--- src/rtl/calc_sched_if.sv ---
// Four-port command/response bundle for calc_sched.
// The scheduler side takes the slave modport.
interface calc_sched_if #(
  parameter int CW = 4,
  parameter int DW = 32
);
  logic [4*CW-1:0] req_cmd_in;
  logic [4*DW-1:0] req_data_in;
  logic [7:0]      req_tag_in;
  logic [7:0]      out_resp;
  logic [4*DW-1:0] out_data;
  logic [7:0]      out_tag;
  logic [3:0]      ovf_err;
  logic            busy;

  modport master (
    output req_cmd_in, req_data_in, req_tag_in,
    input  out_resp, out_data, out_tag, ovf_err, busy
  );

  modport slave (
    input  req_cmd_in, req_data_in, req_tag_in,
    output out_resp, out_data, out_tag, ovf_err, busy
  );
endinterface

--- src/rtl/calc_sched.sv ---
// Four-port two-beat command capture, per-port queues,
// round-robin arbitration onto one shared ALU.
module calc_sched #(
  parameter int APB_CMD_WIDTH  = 4,
  parameter int APB_DATA_WIDTH = 32,
  parameter int FIFO_DEPTH     = 4
) (
  input  logic PClk,
  input  logic reset,
  calc_sched_if.slave sbus
);
  localparam int CW  = APB_CMD_WIDTH;
  localparam int DW  = APB_DATA_WIDTH;
  localparam int PW  = (FIFO_DEPTH > 1) ? $clog2(FIFO_DEPTH) : 1;
  localparam int CTW = $clog2(FIFO_DEPTH + 1);

  typedef enum logic {S_IDLE, S_OP2} st_t;

  typedef struct packed {
    logic [CW-1:0] cmd;
    logic [1:0]    tag;
    logic [DW-1:0] op1;
    logic [DW-1:0] op2;
  } ent_t;

  st_t           r_st  [4];
  logic [CW-1:0] r_cmd [4];
  logic [1:0]    r_tag [4];
  logic [DW-1:0] r_op1 [4];

  ent_t           r_q   [4][FIFO_DEPTH];
  logic [PW-1:0]  r_wp  [4];
  logic [PW-1:0]  r_rp  [4];
  logic [CTW-1:0] r_cnt [4];

  logic [1:0]      r_rr;
  logic [3:0]      r_ovf;
  logic [7:0]      r_resp;
  logic [4*DW-1:0] r_data;
  logic [7:0]      r_otag;

  logic [CW-1:0] w_cmd  [4];
  logic [1:0]    w_tag  [4];
  logic [DW-1:0] w_dat  [4];
  logic          w_pop  [4];
  logic          w_push [4];
  logic          w_drop [4];
  logic          w_full [4];

  logic          w_gnt_v;
  logic [1:0]    w_gnt;
  ent_t          w_head;
  logic [DW:0]   w_sum;
  logic [1:0]    w_rs;
  logic [DW-1:0] w_rd;
  logic          w_busy;

  function automatic logic [PW-1:0] f_inc(
    input logic [PW-1:0] p
  );
    return (p == PW'(FIFO_DEPTH - 1)) ? '0 : p + 1'b1;
  endfunction

  // Only registered counts are searched, so a
  // same-cycle push is never grantable.
  always_comb begin : gnt_blk
    logic [1:0] idx;
    idx     = '0;
    w_gnt_v = 1'b0;
    w_gnt   = '0;
    for (int k = 0; k < 4; k++) begin
      idx = r_rr + 2'(k);
      if (!w_gnt_v && r_cnt[idx] != '0) begin
        w_gnt_v = 1'b1;
        w_gnt   = idx;
      end
    end
  end

  always_comb begin
    for (int n = 0; n < 4; n++) begin
      w_cmd[n]  = sbus.req_cmd_in[n*CW +: CW];
      w_tag[n]  = sbus.req_tag_in[2*n +: 2];
      w_dat[n]  = sbus.req_data_in[n*DW +: DW];
      w_pop[n]  = w_gnt_v && (w_gnt == 2'(n));
      w_full[n] = (r_cnt[n] == CTW'(FIFO_DEPTH));
      w_push[n] = (r_st[n] == S_OP2) &&
                  (!w_full[n] || w_pop[n]);
      w_drop[n] = (r_st[n] == S_OP2) &&
                  w_full[n] && !w_pop[n];
    end
  end

  assign w_head = r_q[w_gnt][r_rp[w_gnt]];
  assign w_sum  = {1'b0, w_head.op1} + {1'b0, w_head.op2};

  always_comb begin
    w_rs = 2'd2;
    w_rd = '0;
    case (w_head.cmd)
      CW'(1): begin
        if (!w_sum[DW]) begin
          w_rs = 2'd1;
          w_rd = w_sum[DW-1:0];
        end
      end
      CW'(2): begin
        if (w_head.op2 <= w_head.op1) begin
          w_rs = 2'd1;
          w_rd = w_head.op1 - w_head.op2;
        end
      end
      CW'(5): begin
        w_rs = 2'd1;
        w_rd = w_head.op1 << w_head.op2[4:0];
      end
      CW'(6): begin
        w_rs = 2'd1;
        w_rd = w_head.op1 >> w_head.op2[4:0];
      end
      default: begin
        w_rs = 2'd2;
        w_rd = '0;
      end
    endcase
  end

  always_ff @(posedge PClk) begin
    if (reset) begin
      r_rr   <= '0;
      r_ovf  <= '0;
      r_resp <= '0;
      r_data <= '0;
      r_otag <= '0;
      for (int n = 0; n < 4; n++) begin
        r_st[n]  <= S_IDLE;
        r_cmd[n] <= '0;
        r_tag[n] <= '0;
        r_op1[n] <= '0;
        r_wp[n]  <= '0;
        r_rp[n]  <= '0;
        r_cnt[n] <= '0;
      end
    end else begin
      r_resp <= '0;
      r_data <= '0;
      r_otag <= '0;
      if (w_gnt_v) begin
        r_resp[int'(w_gnt)*2 +: 2]  <= w_rs;
        r_data[int'(w_gnt)*DW +: DW] <= w_rd;
        r_otag[int'(w_gnt)*2 +: 2]  <= w_head.tag;
        r_rr <= w_gnt + 2'd1;
      end
      for (int n = 0; n < 4; n++) begin
        if (r_st[n] == S_IDLE) begin
          if (w_cmd[n] != '0) begin
            r_st[n]  <= S_OP2;
            r_cmd[n] <= w_cmd[n];
            r_tag[n] <= w_tag[n];
            r_op1[n] <= w_dat[n];
          end
        end else begin
          r_st[n] <= S_IDLE;
        end
        if (w_push[n]) begin
          r_q[n][r_wp[n]] <= '{
            cmd: r_cmd[n], tag: r_tag[n],
            op1: r_op1[n], op2: w_dat[n]};
          r_wp[n] <= f_inc(r_wp[n]);
        end
        if (w_drop[n])
          r_ovf[n] <= 1'b1;
        if (w_pop[n])
          r_rp[n] <= f_inc(r_rp[n]);
        if (w_push[n] && !w_pop[n])
          r_cnt[n] <= r_cnt[n] + 1'b1;
        else if (!w_push[n] && w_pop[n])
          r_cnt[n] <= r_cnt[n] - 1'b1;
      end
    end
  end

  always_comb begin
    w_busy = |r_resp;
    for (int n = 0; n < 4; n++)
      if (r_st[n] == S_OP2 || r_cnt[n] != '0)
        w_busy = 1'b1;
  end

  assign sbus.out_resp = r_resp;
  assign sbus.out_data = r_data;
  assign sbus.out_tag  = r_otag;
  assign sbus.ovf_err  = r_ovf;
  assign sbus.busy     = w_busy;
endmodule
--- src/flat_wrapper.sv ---
// flat-port wrapper written by rule: the top's interface ports become plain ports
module calc_sched_flat 
#(
  parameter int APB_CMD_WIDTH  = 4,
  parameter int APB_DATA_WIDTH = 32,
  parameter int FIFO_DEPTH     = 4
)
  (PClk, reset, sbus_req_cmd_in, sbus_req_data_in, sbus_req_tag_in, sbus_out_resp, sbus_out_data, sbus_out_tag, sbus_ovf_err, sbus_busy);
  calc_sched_if sbus_i ();
  input  logic PClk;
  input  logic reset;
  input wire logic [$bits(sbus_i.req_cmd_in)-1:0] sbus_req_cmd_in;
  input wire logic [$bits(sbus_i.req_data_in)-1:0] sbus_req_data_in;
  input wire logic [$bits(sbus_i.req_tag_in)-1:0] sbus_req_tag_in;
  output wire logic [$bits(sbus_i.out_resp)-1:0] sbus_out_resp;
  output wire logic [$bits(sbus_i.out_data)-1:0] sbus_out_data;
  output wire logic [$bits(sbus_i.out_tag)-1:0] sbus_out_tag;
  output wire logic [$bits(sbus_i.ovf_err)-1:0] sbus_ovf_err;
  output wire logic [$bits(sbus_i.busy)-1:0] sbus_busy;
  assign sbus_i.req_cmd_in = sbus_req_cmd_in;
  assign sbus_i.req_data_in = sbus_req_data_in;
  assign sbus_i.req_tag_in = sbus_req_tag_in;
  assign sbus_out_resp = sbus_i.out_resp;
  assign sbus_out_data = sbus_i.out_data;
  assign sbus_out_tag = sbus_i.out_tag;
  assign sbus_ovf_err = sbus_i.ovf_err;
  assign sbus_busy = sbus_i.busy;
  calc_sched #(.APB_CMD_WIDTH(APB_CMD_WIDTH), .APB_DATA_WIDTH(APB_DATA_WIDTH), .FIFO_DEPTH(FIFO_DEPTH)) u_core (.PClk(PClk), .reset(reset), .sbus(sbus_i));
endmodule
--- config.mk ---
export PLATFORM = sky130hd
export DESIGN_NAME = calc_sched_flat
export DESIGN_NICKNAME = d
export VERILOG_FILES = /design/src/rtl/calc_sched_if.sv /design/src/rtl/calc_sched.sv /design/src/flat_wrapper.sv
export SDC_FILE = /design/constraint.sdc
export NUM_CORES = 2
export LEC_CHECK = 0
export CAP_MARGIN = 20
export CORE_ASPECT_RATIO = 1.75
export CORE_MARGIN = 2
export CORE_UTILIZATION = 40
export DETAILED_ROUTE_END_ITERATION = 8
export GPL_TIMING_DRIVEN = 0
export SLEW_MARGIN = 20
export SYNTH_ARGS = -nofsm -noshare
export SYNTH_HDL_FRONTEND = slang
export SYNTH_SLANG_ARGS = --single-unit
--- constraint.sdc ---
create_clock -name PClk -period 9.66 [get_ports PClk]
set_input_delay 1.932 -clock PClk [delete_from_list [all_inputs] [get_ports PClk]]
set_output_delay 1.932 -clock PClk [all_outputs]
set_load 0.01 [all_outputs]
After elaboration in Yosys (flattened, before gate mapping)
Memory sizes are Yosys's and may differ from the RTL's. A register that Yosys moved wholly into a read port is not among the register bits.
Index checks and enable logic that the tools add are counted.

word-level totals
  flip-flop bits (word level) = 150
  RAM bits = 1,304
  input bits = 154
  output and inout port bits = 149
  word-level logic and storage cells = 352
  memories = 8

memory list
  memory        depth  bits a word  read ports  clocked after Yosys merged registers in  wr ports  RTL line          RTL
  u_core.r_q    4      280          1           0                                        4         calc_sched.sv:31  ent_t r_q [4][FIFO_DEPTH];
  u_core.r_op1  4      32           4           0                                        4         calc_sched.sv:29  logic [DW-1:0] r_op1 [4];
  u_core.r_cmd  4      4            4           0                                        4         calc_sched.sv:27  logic [CW-1:0] r_cmd [4];
  u_core.r_cnt  4      3            8           1                                        4         calc_sched.sv:34  logic [CTW-1:0] r_cnt [4];
  u_core.r_rp   4      2            5           0                                        4         calc_sched.sv:33  logic [PW-1:0] r_rp [4];
  u_core.r_tag  4      2            4           0                                        4         calc_sched.sv:28  logic [1:0] r_tag [4];
  +2 memories   --     --           --          --                                       --        --

cells by class
  $add $sub $neg = 24
  order comparisons = 10
  equal/unequal tests = 19
  shift operators = 7
  mux-type cells = 161
  bitwise logic cells = 45
  reduce and logical (&&, ||, !) cells = 70

operators with widths
  cell                         count
  $mux W280                    4
  $demux W70 S2                4
  $mux W70                     6
  $mux W32                     6
  $bmux W70 S2                 1
  $and A128 B128 Y128          1
  $pmux W32 S4                 1
  $shift A32 B33 Y128 const A  1
  $shiftx A32 B33 Y128         1
  $mux W1                      98
  $shiftx A2 B33 Y8            2
  $mux W2                      28
  $or A1 B1 Y1                 36
  $add A32 B32 Y33             1
  $neg A3 Y33                  1
  $neg A7 Y33                  1
  $shift A2 B33 Y8 const A     1
  $le A32 B32 Y1               1
  $shl A32 B5 Y32              1
  $shr A32 B5 Y32              1
  $sub A32 B32 Y32             1
  $logic_and A1 B1 Y1          31
  $mux W3                      8
  $reduce_bool A3 Y1           8
  23 further kinds             92

Logic depth before layout (Yosys ltp)
  word-level depth = 22
  mapped depth = 33

Worst setup path before layout
OpenSTA, ideal clock, no wires.

  path kind = register to register
  start = mem u_core.r_cnt[1][1] (netlist bit)
  end = reg u_core.r_data[105] (netlist: u_core.sbus.out_data[105])
  library setup time = 0.071 ns
  data arrival time = 6.994 ns
  path slack = 2.596 ns
  stages on the path, launching flop included = 32
  cell sequence = edfxtp_1 or3_4 mux4_2 nand2_2 buf_4 and3_1 nor3_1 a21oi_2 buf_2 clkbuf_1 clkbuf_1 clkbuf_1 nand2_1 nand3_1 nand3_1 nand3_1 and2_1 ha_1 clkbuf_1 nor4_1 nand2b_1 nor4b_1 a211o_1 a2111oi_0 nor3_1 o21ai_0 a211o_1 nor2_1 clkbuf_1 a22oi_1 and4_1 a21oi_1

RTL lines
  element                         RTL line           RTL
  start: declaration              calc_sched.sv:34
  end signal: indexed assignment  calc_sched.sv:150  r_data[int'(w_gnt)*DW +: DW] <= w_rd;
  end: declaration                calc_sched.sv:39   logic [4*DW-1:0] r_data;

==> results by group <==
Outcome
  • Status: complete, no violations

Floorplan
  • DIE HEIGHT: about 530 um
  • Die Wd: 306.6 um
  • Row cnt: just under 200
  • Core Footprint: 159,500 um2
  • Starting Density: 40.19%
  • Top Ports: 303
  • Die area: 163,600 um2

Synthesis
  • Post-Syn Nets: between 5,000 and 6,000
  • Seq/Total Area, Yosys: 65.79%
  • EDFF count, synth: ~1,300
  • Count of cell types in the netlist: between 100 and 150
  • Syn Inst Count: ~5,200
  • Top FF cell, synth: edfxtp_1
  • Avg Inst Size Synth: roughly 12 um2
  • Mapped cell area: around 64,000 um2
  • Flops & latches, synth: around 1,500
  • Ys async rst share: 0%
  • YS warnings: 0

GRT
  • GR Overflow Total: 0
  • Antenna violations before repair: 38
  • Largest net degree at the start of global routing: just over 40
  • Vias in the first global route: between 40,000 and 50,000
  • GRT Total Usage: about 36%
  • First-pass GRT wire length: 399,000 um

Timing
  • Slew HR: 9.235%
  • Worst-Margin Slew: ~1400 ps
  • Slew Viols, Final: 0
  • Final hold violation count: 0
  • Final setup fails: 0
  • Clock skew: 38.38 ps
  • Highest clock rate: 0.1041 GHz
  • Fin crit share: between 90% and 100%
  • Tmin final: 9607 ps

Setup path
  • WP data arrival: roughly 10,000 ps
  • CP required: about 10,000 ps
  • Max Fanout on Critical Path: 13
  • Worst r2r src: u_core.r_cnt[1][0]
  • Crit Path Category: reg -> reg
  • CP startpoint: u_core.r_cnt[1][0]
  • CP startpoint kind: flop
  • CP Capture Type: flop

Cells and area
  • Commonest non-fill, non-tap cell in the layout: edfxtp_1
  • Final-stage net count: between 5,000 and 6,000
  • Final Instance Count excl. Fillers: roughly 8,000
  • Most frequent cells in the layout: edfxtp_1, nand2_1, nand3_1
  • Layout cells sized above 1: 10.89%
  • Post-layout util: 47.64%
  • Area grow syn2layout: 18.53%

Clock tree
  • TritonCTS Buffers: 133
  • Root Buffer: clkbuf_16
  • Clock tree buffer depth: 3
  • CTS sink cnt: 1,456
  • CTS clock-pin slew for the worst setup and hold paths: about 70 ps
  • Post-CTS Hold Buffers: 0
  • TritonCTS clock tree: yes
  • Max H-tree Level: 4
  • Clock Latency Late Sink: around 820 ps

Detailed routing
  • DRT met1 WL: approximately 92,000 um
  • Routed WL: approximately 300,000 um
  • DR WL met3: around 26,000 um
  • Met2 WL: between 100,000 and 150,000 um
  • WL per Instance: about 38 um
  • Vias: between 40,000 and 50,000
  • DR iter-0 viols: 6,226
  • Max layer used: met5
  • DRC: 0
  • Via-per-instance ratio: 6.321
  • DRT antenna net count: 0
  • Drt pass-1 iters: 8

Placed design
  • Port buffer count: between 300 and 400
  • GP Congestion: between 1 and 1.5
  • Final HPWL DP: 224,000 um
  • # placed instances: between 7,000 and 8,000

Job
  • Max-cap check violation count: 0

Worst hold path
  • Hold Startpoint: u_core.r_op1[2][30]
  • Worst min path class: reg -> reg
[layer usage]
metal  vias to the layer above  track usage, %
li1                      20550               -
met1                     24520           35.46
met2                      3517           59.84
met3                      1230           9.123
met4                        16           37.02
met5                         -               0
[registers in the layout, summed over array words and instances, names as in the netlist, named ones only]
| signal | flops |
|---|---|
| u_core.r_q | 1120 |
| u_core.r_cmd | 16 |
| u_core.sbus.out_tag | 8 |
| u_core.sbus.out_resp | 8 |
| u_core.r_cnt | 12 |
| u_core.sbus.ovf_err | 4 |
| u_core.r_tag | 8 |
| u_core.sbus.out_data | 128 |
| u_core.r_st | 4 |
| u_core.r_op1 | 128 |
| u_core.r_wp | 8 |
| u_core.r_rp | 8 |
| u_core.r_rr | 2 |
[cells by family (layout without fill, tap and decap cells)]
family | Yosys count | in the layout | synth area share (%)
xor gates and xnor gates | 53 | 53 | 0.7242
DFF | 1456 | 1456 | 65.79
muxes | 135 | 135 | 2.212
adders and majority gates | 100 | 100 | 2.011
other | 0 | 58 | 0
buffers and inverters | 459 | 1058 | 3.270
AOI/OAI and AO/OA | 928 | 928 | 10.62
and+or+nand+nor | 2037 | 2037 | 15.37
[final timing paths]
check | to | slack, ps | depth (start not counted)
hold reg to reg | u_core.r_q[2][132] | 480 | 0
setup reg to reg | u_core.sbus.out_data[88] | 50 | 26
setup / recovery | u_core.sbus.out_data[88] | 50 | 26
hold / removal | u_core.r_q[2][132] | 480 | 0
[cells in the mapped netlist (26+ instances only)]
cell type | number | area (um2)
and3_1 | 122 | 763.2
o21ai_0 | 70 | 350.3
nand2_1 | 769 | 2887
a311oi_1 | 32 | 280.3
nor4_1 | 35 | 219.0
a21oi_1 | 147 | 735.7
clkbuf_1 | 179 | 671.9
mux2i_1 | 120 | 1201
o211ai_1 | 68 | 510.5
o22ai_1 | 36 | 225.2
a221oi_1 | 80 | 700.7
xnor2_1 | 44 | 385.4
nand3_1 | 532 | 2663
nor2_1 | 158 | 593.1
a31oi_1 | 74 | 462.9
buf_2 | 102 | 510.5
dfxtp_1 | 155 | 3103
nor3_1 | 48 | 240.2
and2_1 | 229 | 1433
buf_1 | 35 | 131.4
edfxtp_1 | 1301 | 39070
nor2b_1 | 26 | 162.7
a211oi_1 | 141 | 1059
ha_1 | 95 | 1189
inv_1 | 94 | 352.8
[final cells by class]
| class | count | area [um2] |
|---|---|---|
| Sequential cell | 1456 | 42170 |
| Tap cell | 2058 | 2575 |
| Fill cell | 14190 | 83500 |
| Inverter | 100 | 376.6 |
| Antenna cell | 58 | 145.1 |
| Clock buffer | 172 | 3557 |
| Clock inverter | 65 | 665.6 |
| Multi-Input combinational cell | 3253 | 20280 |
| Timing Repair Buffer | 368 | 4333 |
| Buffer | 353 | 1866 |
[through the flow]
step	setup WS (ps)	hold slack, ps	area, um2	setup TNS [ps]
after CTS	-12.45	488.7	75610	-46.95
final	53.25	483.5	75970	0
after detailed placement	-3132	479.2	71150	-341840
after global routing	-39.86	497.8	75890	-172.4
after global placement	-3534	468.2	69700	-2216760
after floorplan	2596	458.7	64100	0
[repair_timing]
| action | in CTS | in global routing |
|---|---|---|
| setup buffers | 1 | 3 |
| pin swaps | 2 | 2 |
| gates resized for setup | 88 | 54 |
| endpoints found under the setup margin | 136 | 128 |
[worst max-delay path, cell delays in order, from the launching register on]
cell and delay, ps:
edfxtp_1 490, nor3_1 400, mux4_2 390, nand4_2 210
nand2_4 190, buf_6 190, buf_6 210, buf_2 390
clkbuf_4 400, clkbuf_2 410, clkbuf_4 460, clkbuf_4 470
nand3_1 600, and2_1 460, ha_1 450, inv_1 150
nor4_2 510, nand3_1 150, o41a_1 510, a21o_1 230
o21a_1 220, nor3_1 280, nor2_1 260, clkbuf_2 410
a32oi_1 290, nand4_1 360, and2_1 320
Power is left out: the tool's default activity adds up to more than one toggle a clock period on the data nets, which glitch-free logic cannot reach.
